### src/rtl/capture_dump.sv
// rtl/capture_dump.sv - reads the capture RAM oldest-first and streams each byte to a transmitter
// Optional feature macro: DUMP_CHKSUM_EN appends an 8-bit sum trailer byte after the samples.
module capture_dump #(
  parameter int ENTRIES = 384,
  parameter int LOG2    = 9
) (
  input  logic            clk,
  input  logic            rst_n,
  input  logic            dump_req,
  input  logic            capture_done,
  input  logic [LOG2-1:0] wr_ptr,
  input  logic [7:0]      rdata,
  input  logic            tx_done,
  output logic            re,
  output logic [LOG2-1:0] raddr,
  output logic [7:0]      tx_data,
  output logic            trmt,
  output logic            clr_cap_done,
  output logic            dumping
);

  typedef enum logic [2:0] {
    IDLE    = 3'd0,
    RD      = 3'd1,
    LATCH   = 3'd2,
    SEND    = 3'd3,
    WAIT_TX = 3'd4,
    DONE    = 3'd5
  } state_t;

  // Last valid RAM index, sized to the full pointer width so the compare is exact.
  localparam logic [LOG2-1:0] LAST    = LOG2'(ENTRIES - 1);
  localparam logic [LOG2-1:0] PTR_ONE = LOG2'(1);

  state_t          state;
  state_t          state_nx;
  logic [LOG2-1:0] rd_ptr;
  logic [LOG2-1:0] byte_cnt;
  logic [7:0]      tx_data_q;
  logic            start;
  logic            last_byte;

`ifdef DUMP_CHKSUM_EN
  logic [7:0]      chk;
  logic            chk_phase;
`endif

  assign start     = dump_req && capture_done;
  assign last_byte = (byte_cnt == LAST);
  assign tx_data   = tx_data_q;

  // State register; reset drops straight back to IDLE even mid-dump.
  always_ff @(posedge clk or negedge rst_n) begin
    if (!rst_n) begin
      state <= IDLE;
    end else begin
      state <= state_nx;
    end
  end

  // Next-state decode and strobes; all strobes are pure functions of the state.
  always_comb begin
    state_nx     = state;
    re           = 1'b0;
    raddr        = '0;
    trmt         = 1'b0;
    clr_cap_done = 1'b0;
    dumping      = (state != IDLE);
    case (state)
      IDLE: begin
        if (start) state_nx = RD;
      end
      RD: begin
        re       = 1'b1;
        raddr    = rd_ptr;
        state_nx = LATCH;
      end
      LATCH: begin
        state_nx = SEND;
      end
      SEND: begin
        trmt     = 1'b1;
        state_nx = WAIT_TX;
      end
      WAIT_TX: begin
        if (tx_done) begin
`ifdef DUMP_CHKSUM_EN
          // The trailer needs no RAM read, so it goes straight to LATCH.
          if (chk_phase)      state_nx = DONE;
          else if (last_byte) state_nx = LATCH;
          else                state_nx = RD;
`else
          if (last_byte) state_nx = DONE;
          else           state_nx = RD;
`endif
        end
      end
      DONE: begin
        clr_cap_done = 1'b1;
        state_nx     = IDLE;
      end
      default: begin
        state_nx = IDLE;
      end
    endcase
  end

  // Read pointer and byte counter; the pointer wraps at ENTRIES, not at 2^LOG2.
  always_ff @(posedge clk or negedge rst_n) begin
    if (!rst_n) begin
      rd_ptr   <= '0;
      byte_cnt <= '0;
    end else begin
      if (state == IDLE && start) begin
        rd_ptr   <= wr_ptr;
        byte_cnt <= '0;
      end else if (state == WAIT_TX && tx_done && !last_byte) begin
        byte_cnt <= byte_cnt + PTR_ONE;
        rd_ptr   <= (rd_ptr == LAST) ? '0 : rd_ptr + PTR_ONE;
      end
    end
  end

`ifdef DUMP_CHKSUM_EN
  // Transmit byte register; in the trailer phase it carries the running sum instead of RAM data.
  always_ff @(posedge clk or negedge rst_n) begin
    if (!rst_n) begin
      tx_data_q <= '0;
    end else if (state == LATCH) begin
      tx_data_q <= chk_phase ? chk : rdata;
    end
  end

  // Running 8-bit sum of the sample bytes and the trailer-phase flag.
  always_ff @(posedge clk or negedge rst_n) begin
    if (!rst_n) begin
      chk       <= '0;
      chk_phase <= 1'b0;
    end else begin
      if (state == IDLE && start) begin
        chk       <= '0;
        chk_phase <= 1'b0;
      end else if (state == LATCH && !chk_phase) begin
        chk <= chk + rdata;
      end else if (state == WAIT_TX && tx_done && last_byte) begin
        chk_phase <= 1'b1;
      end
    end
  end
`else
  // Transmit byte register; only ever loaded from RAM data while in LATCH.
  always_ff @(posedge clk or negedge rst_n) begin
    if (!rst_n) begin
      tx_data_q <= '0;
    end else if (state == LATCH) begin
      tx_data_q <= rdata;
    end
  end
`endif

endmodule

### config.mk
export PLATFORM = sky130hd
export DESIGN_NAME = capture_dump
export DESIGN_NICKNAME = d
export VERILOG_FILES = /design/src/rtl/capture_dump.sv
export SDC_FILE = /design/constraint.sdc
export NUM_CORES = 1
export LEC_CHECK = 0
export CORE_MARGIN = 8
export CORE_UTILIZATION = 44
export CTS_BUF_LIST = sky130_fd_sc_hd__clkbuf_4
export DETAILED_ROUTE_END_ITERATION = 7
export PLACE_DENSITY_LB_ADDON = 0.2
export SYNTH_ARGS = -nofsm -noshare
export SYNTH_HDL_FRONTEND = slang
export SYNTH_SLANG_ARGS = --single-unit
### constraint.sdc
create_clock -name clk -period 1.7 [get_ports clk]
set_clock_uncertainty 0.1 [all_clocks]
set_input_delay 0.17 -clock clk [delete_from_list [all_inputs] [get_ports clk]]
set_output_delay 0.17 -clock clk [all_outputs]
set_load 0.02 [all_outputs]
**Word level (Yosys, flattened, before mapping)**

Index checks and enable logic that the tools add are counted.

- Reductions and logical operators: 9
- Multiplexer cells: 13
- $add $sub $neg: 2
- Equal/unequal tests: 9

Operator list:

| kind | count |
|---|---|
| $mux 9 | 6 |
| $add 9x1->9 const B | 2 |
| $eq 9x9->1 const B | 2 |
| $pmux 3 s5 | 1 |
| $mux 3 | 3 |
| $eq 3x2->1 const B | 2 |
| $eq 3x3->1 const B | 2 |
| $logic_and 1x1->1 | 4 |
| $ne 2x2->1 const B | 2 |
| $eq 3x1->1 const B | 1 |
| $logic_not 3->1 | 1 |
| $mux 1 | 3 |
| $reduce_bool 3->1 | 1 |
| $reduce_and 2->1 | 1 |
| $reduce_bool 2->1 | 1 |
| $logic_not 1->1 | 1 |

- Input port bits: 22
- Output and inout bits: 21
- Logic and storage cells: 37
- Register bits: 29

**Depth between registers and ports, before layout**

Gate-level depths: netlist of run 1.

- Depth in word-level cells: 5
- Depth in mapped cells: 7
- Mapped depth without buffers: 6

**Least setup slack after synthesis of run 1**

OpenSTA, ideal clock, no wires.

- Path type: reg-to-reg
- Start point: reg state[2]
- End point: reg rd_ptr[7]
- Path slack: -0.027 ns
- Path buffers: 3
- Period minus slack after synthesis: 1.727 ns
- Data required time: 1.532 ns
- Cell stages (with the launch flop): 8
- Arrival time: 1.559 ns
- Setup time: 0.068 ns
- Cell sequence: dfrtp_1 -> buf_4 -> or3_1 -> nor2_2 -> buf_4 -> buf_6 -> nand2_1 -> nand3_1

- Cells in the longest elaborated chain, start to end: 4
- Elaborated cells on any way between the ends: 7
- Those cells by class: eq/ne (1); mux (1); reduce/logical (5)

RTL lines:

| item | line | text |
|---|---|---|
| from (decl) | 35 | `state_t state;` |
| from (signal assigned) | 57 | `state <= state_nx;` |
| $eq 3x3->1 | 117 | `end else if (state == WAIT_TX && tx_done && !last_byte) begin` |
| $logic_and 1x1->1 (2 in a row) | 117 |  |
| $reduce_bool 2->1 (no source line) | n/a |  |
| to (signal assigned) | 115 | `rd_ptr <= wr_ptr;` |
| to (signal assigned) | 119 | `rd_ptr <= (rd_ptr == LAST) ? '0 : rd_ptr + PTR_ONE;` |
| to (decl) | 37 | `logic [LOG2-1:0] rd_ptr;` |

Parallel ways exist; a longest one is shown, timed or not.
A chain may end at the register's enable or synchronous reset.

**Worst setup path in the final report of run 1**

- Start point: reg byte_cnt[1]
- End point: reg byte_cnt[3]

- Cells in the longest elaborated chain, start to end: 4
- Elaborated cells on any way between the ends: 7
- Those cells by class: add/sub (1); eq/ne (1); mux (2); reduce/logical (3)

RTL lines:

| item | line | text |
|---|---|---|
| from (decl) | 38 | `logic [LOG2-1:0] byte_cnt;` |
| from (signal assigned) | 118 | `byte_cnt <= byte_cnt + PTR_ONE;` |
| branches (longest 4 deep; another with $add 9x1->9) | n/a |  |

Parallel ways; which one is timed is not known. The select of a mux whose other input is x is not followed.

==> results of run 1 <==
## registers in the layout, summed over array words and instances (netlist names)
signal and flops:
byte_cnt 9, rd_ptr 9, tx_data 8, state 3
## placed cells by master, fill, tap and decap left out, types with 2 or more instances in the layout
master / count
clkbuf_4: 5
or3_4: 2
clkinv_1: 2
nand3_1: 8
nor3_1: 4
buf_2: 5
nor3_2: 3
o21ai_0: 5
clkdlybuf4s50_1: 29
mux2_2: 8
o21ai_1: 5
and2_4: 9
nor2_1: 12
nand4_1: 3
a31oi_1: 2
a21oi_1: 4
buf_4: 27
xnor2_1: 4
buf_6: 14
nand2_1: 16
xor2_1: 5
dfrtp_1: 29
or3_1: 3
## where the power goes
part / internal [µW] / switching, µW / total, µW / leakage (µW)
Clock: 149 / 244 / 393 / 0.0000300
Sequential: 942 / 223 / 1170 / 0.000362
Combinational: 1080 / 919 / 2000 / 0.000648
## final cells by class
type / instances / area, µm²
clock buffers: 5 / 37.5
clock inverters: 3 / 12.5
fillers: 272 / 986
inverters: 1 / 3.75
multi-input cells: 119 / 865
flip-flops and latches: 29 / 726
well taps: 46 / 57.6
repair buffers: 75 / 676
## path summary, 6_finish.rpt
check | from | endpoint | slack [ns] | cells after the start
worst max-delay path | byte_cnt[1] | byte_cnt[3] | -0.06 | 7
worst min-delay path | rst_n | state[2] | 0.11 | 2
worst max register to register | byte_cnt[1] | byte_cnt[3] | -0.06 | 7
worst min register to register | tx_data[2] | tx_data[2] | 0.41 | 1
max in group asynchronous | rst_n | rd_ptr[1] | 1.11 | 2
min in group clk | wr_ptr[6] | rd_ptr[6] | 0.27 | 3
## per-layer routing
metal  up-vias  share of wire  track usage
met4         0          0.021       0.0917
met5         -              0            0
met3         9          0.063       0.0546
li1        698              -            -
met2        41           0.49        0.252
met1       698           0.42        0.171
## cell families after synthesis
group | Yosys count
buffers and inverters | 6
AO/OA/AOI/OAI | 25
adder cells (fa/ha/maj) | 2
multiplexers | 9
XOR/XNOR | 9
flip-flops | 29
AND/OR/NAND/NOR | 74
## repair_timing
| item | CTS | global route |
|---|---|---|
| endpoints found under the setup margin | 25 | 26 |
| resized for setup | 86 | 22 |
| cloned | 1 | 0 |
| pin swaps | 5 | 8 |
| buffers inserted | 2 | 2 |
## through the flow
stage	hold WS [ns]	utilization	setup slack, ns	TNS [ns]	cells
after global routing	0.131	0.707	-0.127	-1.81	278
after detailed placement	0.397	0.653	-0.242	-3.00	265
after floorplan	-0.226	-	0.0160	0	154
after CTS	0.115	0.682	-0.0617	-0.579	276
final	0.110	0.707	-0.0554	-0.576	278
after global placement	0.389	0.653	-0.169	-2.70	265
==> flow_summary.json, run 1 <==
{
  "critPathKind": "register to register",
  "critical_path_required_ns": 1.87,
  "finalHoldViolations": 0,
  "area_growth_pct": 54.1,
  "path_clk_slew_ns": 0.09,
  "cts_tree": "done",
  "rows": 21,
  "hpwl_um": 2960,
  "cts_max_level": 2,
  "synth_compound_area_frac": 0.105,
  "powerDensity_mw_per_mm2": 1500,
  "syn_area_mm2": 0.00154,
  "diodes": 0,
  "synthAdderAreaFrac": 0.0162,
  "route.detailed.wl_per_inst_um": 14.9,
  "synth.mux.area_fraction": 0.0649,
  "critical-path-top-delay-family": "simple AND/OR/NAND/NOR gates",
  "violations": "setup timing",
  "path_buf_inv": 2,
  "synthTopCellsByCount": "29 x dfrtp_1, 17 x nand2_1, 13 x nor2_1",
  "synth-xor-area-share": 0.0511,
  "die_w_um": 75.2,
  "core_mm2": 0.00336,
  "clockBufferDepth": 2,
  "drive_above_1_share": 0.388,
  "slowest_stage": "dfrtp_1",
  "netlist.area_leader.share": 0.470,
  "dpl_cell_area_mm2": 0.00220,
  "maxSlewViolCount": 0,
  "gr-usage-all-layers": 0.155,
  "yosysTopAreaCell": "dfrtp_1",
  "cts_sinks": 29,
  "synth_top_flop_cell": "dfrtp_1",
  "critical-path-max-stage-delay_ns": 0.40,
  "fin_ws_ns": -0.0554,
  "worstPathMaxFanout": 5,
  "drt.antenna.violating_nets": 0,
  "initial_core_util": 0.459,
  "die_h_um": 75.2,
  "grt_antenna_before_repair": 0,
  "grt_pass1_vias": 1543,
  "fin_nets": 255,
  "crit_path_cell_trace": "ha_2 > nand4b_1 > buf_4 > o21bai_4 > buf_6 > or3_4 > a21oi_2",
  "grt_pass1_wl_um": 6690,
  "yosys.area_share.simple": 0.263,
  "grt_max_degree": 30,
  "ys_types": 39,
  "synth_area_per_cell_um2": 10.0,
  "hold_buffers": 0,
  "detail_route.first_pass.iterations": 4,
  "drtIter0Drc": 65,
  "p_leak_uw": 0.00104,
  "synth_top_family_by_area": "simple AND/OR/NAND/NOR gates",
  "setup.worst_path.start_class": "register",
  "ys_async_sr_fraction": 1.00,
  "root_buffer": "clkbuf_4",
  "synth.area.top_cells": "dfrtp_1 47%, mux2_2 5.8%, nand2_1 4.1%, and2_1 3.6%, o21ai_0 3.2%",
  "final_area_mm2": 0.00238,
  "setup_viol": 14,
  "vias_per_cell": 5.20,
  "fin_crit_sh": 1.03,
  "grt_overflow": 0,
  "slew_headroom": 0.748,
  "port_buffers": 42,
  "worstSkewPairLatency_ns": 0.33,
  "ys_seq_area_frac": 0.470,
  "floorplan.die_area_mm2": 0.00566,
  "num_vias": 1446,
  "outcome": "complete, but fails checks",
  "drc": 0,
  "yosysWarnings": 0,
  "vdd_drop_max_mv": 0.795,
  "arrival_ns": 1.92,
  "ys_ff_latch": 29,
  "cp-end-kind": "register",
  "synth_cells": 154,
  "fmaxAchievable_mhz": 570,
  "yosysMostFrequentCell": "dfrtp_1",
  "tritoncts.num_buffers": 5,
  "finalPower_uw": 3560,
  "max_cap_violations": 0,
  "hold_class": "primary input to asynchronous set/reset pin",
  "wirelength_um": 4140,
  "synth_edf_count": 0,
  "place.gp.congestion": 0.939,
  "rsz0062_at_grt": "yes",
  "tightest_slew_ns": 0.378,
  "ios": 43,
  "synth_nets": 178,
  "min_period_ns": 1.76
}
(Power assumes the default switching activity.)
==> inputs of run 2 (changes only) <==
SLEW_MARGIN = 20   (was not set)
==> results of run 2 <==
No change in the layout: final DEF, timing and power equal those of run 1.
==> inputs of run 3 (changes only) <==
CORE_MARGIN = 1.5   (was 8)
CORE_UTILIZATION = 51   (was 44)
CTS_CLUSTER_DIAMETER = 120   (was not set)
clock period = 2.06 ns   (was 1.7 ns; I/O delays follow)
==> run 3 against run 2 <==
The run now ends clean; clock power grew 19%; worst hold slack gained 0.019 ns; sequential share of layout area grew 4.3 points; critical path depth shrank 4; non-clock buffer count shrank 26; die area shrank 41%; count of clock-buffer cells in the layout grew 1; critical path type is now register to output pin; critical endpoint is now clr_cap_done.
==> flow_summary.json, run 3 (same netlist as run 1, synthesis figures left out) <==
{
  "max_cap_violations": 0,
  "port_buffers": 42,
  "setup.worst_path.start_class": "register",
  "r2r-end": "rd_ptr[7]",
  "multi_input_area_um2": 772,
  "cp-end-kind": "output pin",
  "mostFrequentLayoutCell": "clkdlybuf4s50_1",
  "fin_nets": 229,
  "drive_above_1_share": 0.146,
  "fin_crit_sh": 0.975,
  "arrival_ns": 1.70,
  "cts_sinks": 29,
  "p_leak_uw": 0.000884,
  "drt.antenna.violating_nets": 0,
  "cts_max_level": 2,
  "wirelength_um": 3430,
  "fillerInstances": 221,
  "fin_cells": 237,
  "powerDensity_mw_per_mm2": 1300,
  "area_growth_pct": 35.1,
  "slew_headroom": 0.737,
  "path_clk_slew_ns": 0.10,
  "setup_viol": 0,
  "die_h_um": 58,
  "dp.cells": 229,
  "min_period_ns": 2.01,
  "grt_antenna_before_repair": 0,
  "timing.rr.start": "byte_cnt[0]",
  "route.detailed.wl_per_inst_um": 14.5,
  "place.gp.congestion": 0.918,
  "worstPathMaxFanout": 5,
  "grt_pass1_wl_um": 5790,
  "finalHoldViolations": 0,
  "fmaxAchievable_mhz": 498,
  "cts_setup_buffers": 0,
  "layout_common_cells": "30 x clkdlybuf4s50_1, 28 x dfrtp_1, 17 x nand2_1",
  "drc": 0,
  "dpl_cell_area_mm2": 0.00201,
  "finalPower_uw": 2720,
  "final_area_mm2": 0.00208,
  "initial_core_util": 0.550,
  "vias_per_cell": 5.73,
  "grt_overflow": 0,
  "drtIter0Drc": 104,
  "outcome": "complete, no violations",
  "worstSkewPairLatency_ns": 0.34,
  "rsz0062_at_grt": "no",
  "detail_route.first_pass.iterations": 6,
  "holdWs_ns": 0.129,
  "hold_class": "primary input to asynchronous set/reset pin",
  "grt_pass1_vias": 1341,
  "rr_worst_depth": 6,
  "num_vias": 1357,
  "floorplan.die_area_mm2": 0.00336,
  "maxSlewViolCount": 0,
  "rows": 19,
  "gr-usage-all-layers": 0.232,
  "critPathKind": "register to output pin",
  "cts_tree": "done",
  "diodes": 0,
  "die_w_um": 58,
  "tritoncts.num_buffers": 5,
  "final-seq-area_um2": 727,
  "clockBufferDepth": 2,
  "root_buffer": "clkbuf_4",
  "setup_tns_ns": 0,
  "regToRegSetupSlack_ns": 0.15,
  "hpwl_um": 2530,
  "ios": 43,
  "tightest_slew_ns": 0.392,
  "critical_path_required_ns": 1.75,
  "vdd_drop_max_mv": 0.836,
  "grt_max_degree": 30,
  "core_mm2": 0.00281
}
-- run 3: changes by cell type in the layout (fill, tap and decap cells not counted), moves of 2 or more --
cell / before / now
and2_1: 0 / 9
and2_4: 9 / 0
buf_2: 5 / 0
buf_4: 27 / 7
buf_6: 14 / 0
clkdlybuf4s15_1: 0 / 5
dlygate4sd2_1: 0 / 7
nor3_1: 4 / 7
nor3_2: 3 / 1
o21ai_0: 5 / 10
o21ai_1: 5 / 1
or3_1: 3 / 5
or3_4: 2 / 0
-- run 3: worst max-delay path by stage --
stage                   endpoint  cells past startpoint     start  slack, ns
floorplan              rd_ptr[7]                      7  state[2]       0.33
global placement       rd_ptr[7]                      6   tx_done        0.1
detailed placement     rd_ptr[7]                      6   tx_done       0.05
CTS                 clr_cap_done                      3  state[2]       0.05
global route        clr_cap_done                      3  state[1]     0.0006
finish              clr_cap_done                      3  state[2]       0.05
-- run 3: critical path: stages, from the launching register on --
cell and delay, ns:
dfrtp_1 0.45, buf_4 0.18, and3_1 0.15, clkdlybuf4s50_1 0.59
-- run 3: where the power goes --
part           internal (µW)  total [µW]  switching (µW)
combinational            633        1250             619
clock                    266         469             203
sequential               779         997             218
total                   1680        2720            1040
-- run 3: per-stage QoR --
| step | setup WS (ns) | util |
|---|---|---|
| 6_report | 0.0521 | 0.743 |
| 5_1_grt | 0.000607 | 0.743 |
| 4_1_cts | 0.0524 | 0.741 |
| 3_5_place_dp | 0.0464 | 0.718 |
| 3_3_place_gp | 0.0999 | 0.718 |
| 2_1_floorplan | 0.333 | - |
-- run 3: area by class of cell --
| cell class | instances | share of cell area |
|---|---|---|
| Inverter | 1 | 0.00180 |
| Multi-Input combinational cell | 119 | 0.370 |
| Clock buffer | 6 | 0.0216 |
| Clock inverter | 2 | 0.0162 |
| Tap cell | 31 | 0.0186 |
| Timing Repair Buffer | 49 | 0.223 |
| Sequential cell | 29 | 0.349 |
-- run 3: metal layers --
layer	track usage	share of wire	wire, µm
met1	0.285	0.43	1470
met2	0.344	0.47	1590
met3	0.109	0.077	264
met4	0.110	0.028	95
met5	0	0	0
-- run 3: timing repair --
item                                    in CTS  in global routing
endpoints found under the setup margin      12                  5
hold buffers                                 0                  0
resized for setup                           13                  5
==> variant 1, RTL diff (config.mk and constraints of run 1) <==
The 6 states of `state_t` get a one-hot encoding in 6 bits.
--- a/src/rtl/capture_dump.sv
+++ b/src/rtl/capture_dump.sv
@@ -19,13 +19,13 @@
   output logic            dumping
 );
 
-  typedef enum logic [2:0] {
-    IDLE    = 3'd0,
-    RD      = 3'd1,
-    LATCH   = 3'd2,
-    SEND    = 3'd3,
-    WAIT_TX = 3'd4,
-    DONE    = 3'd5
+  typedef enum logic [5:0] {
+    IDLE    = 6'b000001,
+    RD      = 6'b000010,
+    LATCH   = 6'b000100,
+    SEND    = 6'b001000,
+    WAIT_TX = 6'b010000,
+    DONE    = 6'b100000
   } state_t;
 
   // Last valid RAM index, sized to the full pointer width so the compare is exact.
Check against the original RTL: same outputs for any inputs over 10 cycles, from zero or initial values and one cycle with rst_n low; not proved beyond that.
==> variant 1 against run 1 <==
The run still ends with negative setup slack left. Design area grew 19%. Fmax down 9.5%. Global-route usage about the same. Cell count is 14% higher. Wire length grew 22%. Synthesized cell count rose by 22%. Synthesized area up 12%. Worst setup slack got worse by 180 ps. Sequential cell count grew 3. Critical path type is now flop to output pin. Highest routed layer unchanged.
Power is not compared: it rests on default switching activity, and its combinational part moved more than twofold at a synthesized area within 25%.
==> variant 1: results (changes against run 1) <==
[status]
violations=negative setup slack
status=complete, but fails checks

[route]
viasPerCell=5.289  ; +1.7%
post_drt_wl_per_cell_um=15.83  ; +6.3%
drt_iter0_markers=75  ; +15%
detail_route.first_pass.iterations=4  ; unchanged

[cells_and_area]
final_nets=293  ; +15%
drive_gt1_share_pct=37.78  ; -1.0 points
n_antenna_cell=0  ; unchanged
n_fill_cell=267  ; -1.8%

[global_route]
use_met1_pct=17.88  ; +0.80 points
antenna_found_initial=0  ; unchanged
grt_first_pass_wirelength_um=7665  ; +15%
grt_max_degree=33  ; +10%
grtUsageTotal_pct=15.54  ; about the same
first_global_vias=1619  ; +4.9%
grt_use_met2_pct=26.43  ; +1.2 points
use_met3_pct=5.180  ; -0.28 points

[synthesis]
netlist-cell-type-count=39  ; unchanged
synth_common_cells=nand2_1 (41), dfrtp_1 (31), nor2_1 (23)
async_flop_share_pct=100.0  ; unchanged
syn_nets=212  ; +19%
synthFlopType=dfrtp_1
ys_seq_area_share_pct=46.38  ; -0.66 points
yosysWarnings=0  ; unchanged
synthTopCellsByArea=dfrtp_1 (45%), nand2_1 (8.9%), xnor2_1 (5.6%)

[clock_network]
insertion_delay_ps=350  ; +20 ps
numCtsBuffers=5  ; unchanged
cts_root_buf=clkbuf_4
clk_pin_slew_worst_paths_ps=100
ctsHtreeMaxLevel=2  ; unchanged
cts_buffer_depth=2  ; unchanged

[worst_setup_path]
cpPeakStageDelay_ps=420  ; +20 ps
cp_max_fo=8  ; +3
slowest_stage=dfrtp_1
crit_family=simple AND/OR/NAND/NOR gates

[power]
p_leak_nw=1.203
vdd_drop_max_v=0.0005641

[placement]
portBuffers=42  ; unchanged
dpl.hpwl_um=3187  ; +7.6%
placed_area_mm2=0.002482  ; +13%
gp_congestion=0.8441  ; -10%

[sta]
setup_viol=29  ; +15
layout_setup_ws_ps=-239.7  ; -184.2 ps
maxSlewViolCount=0  ; unchanged
worst_pin_slew_ps=344.9  ; -32.75 ps

[worst_hold_path]
hold_class=input pin to async pin

==> variant 1: cell count changes after synthesis, moves of 5 or more <==
| cell | run 1 | this run |
|---|---|---|
| nand2_1 | 17 | 41 |
| nor2_1 | 13 | 23 |
| mux2_2 | 8 | 0 |
| xnor2_1 | 4 | 11 |
| nor4_1 | 0 | 5 |
| xor2_1 | 5 | 0 |
==> variant 1: cell type report <==
cell class	count	share of cell area, %
Sequential cell	32	28.49
Tap cell	48	2.127
Multi-Input combinational cell	145	38.50
Clock inverter	3	0.4874
Timing Repair Buffer	82	28.67
Inverter	3	0.3988
Clock buffer	5	1.329
==> variant 1: logic make-up after synthesis <==
group	after synthesis	synth area share, %
simple gates	109	35.09
flops	32	46.38
compound gates	20	6.440
xor+xnor	11	5.571
buf+inv	11	3.328
mux	3	1.737
fa+ha+maj	2	1.447
==> variant 1: report_power, final <==
| part | internal [mW] | total [mW] | switching (mW) |
|---|---|---|---|
| sequential | 0.879 | 0.987 | 0.107 |
| clock | 0.151 | 0.430 | 0.278 |
| combinational | 0.305 | 0.611 | 0.306 |
| total | 1.34 | 2.03 | 0.691 |
==> variant 1: final timing paths <==
| check | startpoint | endpoint | slack (ps) | cells past startpoint |
|---|---|---|---|---|
| max | state[2]$_DFFE_PN0P_ | raddr[2] | -240 | 6 |
| min | rst_n | byte_cnt[6]$_DFFE_PN0P_ | 70 | 2 |
| max reg2reg | state[2]$_DFFE_PN0P_ | rd_ptr[3]$_DFFE_PN0P_ | -240 | 6 |
| min reg2reg | tx_data[1]$_DFFE_PN0P_ | tx_data[1]$_DFFE_PN0P_ | 380 | 2 |
| max in group asynchronous | rst_n | state[0]$_DFFE_PN1P_ | 1190 | 2 |
| min in group clk | rdata[4] | tx_data[4]$_DFFE_PN0P_ | 240 | 3 |
==> variant 1: what timing repair did <==
item	4_1_cts	5_1_grt
pin swaps	19	10
buffers inserted	1	5
gates resized for setup	108	21
endpoints found under the setup margin	32	32
gates cloned	1	0
==> variant 1: worst register-to-register path, cell delays in order, from the launching register on <==
cell and delay [ps]:
dfrtp_1 420, buf_4 150, nor4b_4 290, nand3_4 200, or2_4 340, o21ai_0 220
a21oi_1 100
==> variant 1: through the flow <==
stage | std cells | setup TNS [ps] | power, mW | util, % | setup slack (ps)
global route | 318 | -7424 | 2.123 | 75.99 | -382.6
CTS | 313 | -2683 | 1.997 | 73.17 | -193.4
floorplan | 188 | -838.0 | 1.254 | - | -82.56
detailed placement | 303 | -5485 | 1.545 | 66.80 | -354.6
global placement | 303 | -4676 | 1.530 | 66.80 | -298.2
finish | 318 | -4721 | 2.027 | 75.99 | -239.7
==> variant 1: metal layers <==
metal / wire length [um] / vias to the layer above
met1: 2051 / 832
met4: 87 / 0
li1: - / 805
met2: 2661 / 34
met5: 0 / -
met3: 234 / 11
==> variant 2, RTL diff (config.mk and constraints of run 1) <==
Made on the original files. The parameter `LOG2` goes from 9 to 11.
--- a/src/rtl/capture_dump.sv
+++ b/src/rtl/capture_dump.sv
@@ -2,7 +2,7 @@
 // Optional feature macro: DUMP_CHKSUM_EN appends an 8-bit sum trailer byte after the samples.
 module capture_dump #(
   parameter int ENTRIES = 384,
-  parameter int LOG2    = 9
+  parameter int LOG2    = 11
 ) (
   input  logic            clk,
   input  logic            rst_n,
Interface: changed (resized raddr and wr_ptr); port bits go from 43 to 47. No check against the original RTL was run, so the function may have changed too.
==> variant 2 against run 1 <==
The flow still finishes with violations (negative setup slack). Via count rose by 32%. Hold slack better by 5.6 ps. Wire length is 44% higher. Design area rose by 29%. Critical path depth fell by 2. Synthesized area is 19% higher. Sequential cell count is 4 higher. Worst setup slack lost 210 ps. Fmax down 11%. Cell count grew 23%. First-iteration DRC count increased to 2.7 times the old value. Total power is 25% higher. Critical path type unchanged. Largest cell class unchanged. Largest power group unchanged.
==> variant 2: results (changes against run 1) <==
[placement]
dp_slack_ps=-358.2  ; -116.0 ps
placed_cells=320  ; +21%
placed_area_mm2=0.002659  ; +21%
dpl.hpwl_um=3815  ; +29%
portBuffers=46  ; +9.5%
gp_congestion=0.8349  ; -11%

[clock_network]
ctsHtreeMaxLevel=2  ; unchanged
numCtsBuffers=5  ; unchanged
insertion_delay_ps=350  ; +20 ps
cts_buffer_depth=2  ; unchanged
cts_root_buf=clkbuf_4
clk_pin_slew_worst_paths_ps=120  ; +30 ps

[synthesis]
syn_nets=213  ; +20%
yosysWarnings=0  ; unchanged
synthTopCellsByArea=dfrtp_1 (45%), mux2_2 (4.9%), and2_1 (4.8%)
netlist-cell-type-count=42  ; +7.7%
avgSynthCellArea_um2=9.822  ; -2.0%
async_flop_share_pct=100.0  ; unchanged
synth_common_cells=dfrtp_1 (33), nand2_1 (15), and2_1 (14), nand3_1 (14), nor2_1 (9)
ys_seq_area_share_pct=44.96  ; -2.1 points

[global_route]
grt_first_pass_wirelength_um=8852  ; +32%
first_global_vias=1901  ; +23%
grt_use_met2_pct=30.23  ; +5.0 points
use_met1_pct=19.85  ; +2.8 points
grt_max_degree=34  ; +13%
grtUsageTotal_pct=17.20  ; +1.7 points
antenna_found_initial=0  ; unchanged
use_met3_pct=4.576  ; -0.88 points

[power]
vdd_drop_max_v=0.0009894  ; +24%
p_leak_nw=1.365  ; +31%

[worst_setup_path]
cp_max_fo=18  ; +13
cpPeakStageDelay_ps=570  ; +170 ps
r2r_cells=5  ; -2
slowest_stage=or4b_4
crit_family=simple AND/OR/NAND/NOR gates
arrival_ps=2090  ; +170 ps

[sta]
layout_setup_ws_ps=-262.6  ; -207.2 ps
relSlewSlack_pct=70.00  ; -4.8 points
setup_viol=43  ; +29

[route]
drc_errors=0  ; unchanged
drt_iter0_markers=173  ; +170%
dr_wl_met3_um=310  ; +20%
post_drt_wl_per_cell_um=17.40  ; +17%
met1Wirelength_um=2486  ; +42%
vias=1906  ; +32%
wl_met2_um=3086  ; +51%
routed_wl_um=5967  ; +44%

[status]
status=complete, but fails checks
violations=negative setup slack

[cells_and_area]
n_antenna_cell=0  ; unchanged
drive_gt1_share_pct=44.03  ; +5.2 points
n_fill_cell=257  ; -5.5%

variant 2: cell types whose count changed after synthesis, sizes merged, moves of 4 or more:
cell,run 1,this run
and2,9,14
and3,1,5
clkbuf,1,6
dfrtp,29,33
inv,1,5
nand3,8,14
nor2,14,9
nor3,8,3
o21ai,11,6
o31ai,0,7
or4,0,6
xnor2,4,0
variant 2: layout make-up:
class / instances / area (um^2) / area share [%]
multi-input cells: 139 / 1102 / 35.94
repair buffers: 108 / 970.9 / 31.66
flip-flops and latches: 33 / 825.8 / 26.93
well taps: 50 / 62.56 / 2.040
clock inverters: 3 / 46.29 / 1.510
clock buffers: 5 / 37.54 / 1.224
inverters: 5 / 21.27 / 0.6936
variant 2: worst reg2reg max path: cells and delay by family, from the launching register on:
| kind | cells | cell delay [ps] |
|---|---|---|
| buffers and inverters | 1 | 230 |
| AND/OR/NAND/NOR | 2 | 620 |
| multiplexers | 1 | 200 |
| AO/OA/AOI/OAI | 1 | 290 |
| flip-flops | 1 | 400 |
variant 2: logic make-up (layout without fill, tap and decap cells):
logic type | Yosys count | count (layout) | share of synthesized area, %
adders and majority gates | 2 | 2 | 1.362
AOI/OAI and AO/OA | 39 | 39 | 15.19
and+or+nand+nor | 85 | 85 | 26.77
muxes | 9 | 9 | 5.450
buffers and inverters | 15 | 121 | 4.359
DFF | 33 | 33 | 44.96
xor gates and xnor gates | 4 | 4 | 1.907
variant 2: timing repair:
action,in CTS,in global routing
cloned,1,1
hold endpoints to repair,0,0
pin swaps,10,12
setup buffers,8,7
resized for setup,104,43
setup endpoints to repair,36,42
variant 2: path summary, 6_finish.rpt:
check                                     endpoint  slack (ps)                    start
min                           state[0]$_DFFE_PN0P_         120                    rst_n
max                        byte_cnt[1]$_DFFE_PN0P_        -260  byte_cnt[7]$_DFFE_PN0P_
min reg2reg                 tx_data[1]$_DFFE_PN0P_         430   tx_data[1]$_DFFE_PN0P_
max in group asynchronous  byte_cnt[4]$_DFFE_PN0P_        1040                    rst_n
max reg2reg                byte_cnt[1]$_DFFE_PN0P_        -260  byte_cnt[7]$_DFFE_PN0P_
min in group clk             rd_ptr[2]$_DFFE_PN0P_         250                wr_ptr[2]
variant 2: report_power, final:
group / internal [mW] / leakage, nW / total [mW] / switching, mW
registers: 1.06 / 0.420 / 1.29 / 0.232
clock network: 0.311 / 0.0414 / 0.619 / 0.308
logic: 1.39 / 0.904 / 2.53 / 1.14
total: 2.76 / 1.37 / 4.44 / 1.68
variant 2: metrics by stage:
step                util [%]  power, mW  setup TNS [ps]
detailed placement     66.47      3.238           -5995
global route           76.67      4.676           -9292
finish                 76.67      4.437           -6175
global placement       66.47      3.190           -5361
CTS                    71.66      4.038           -3728
floorplan                  -      2.236           -2175
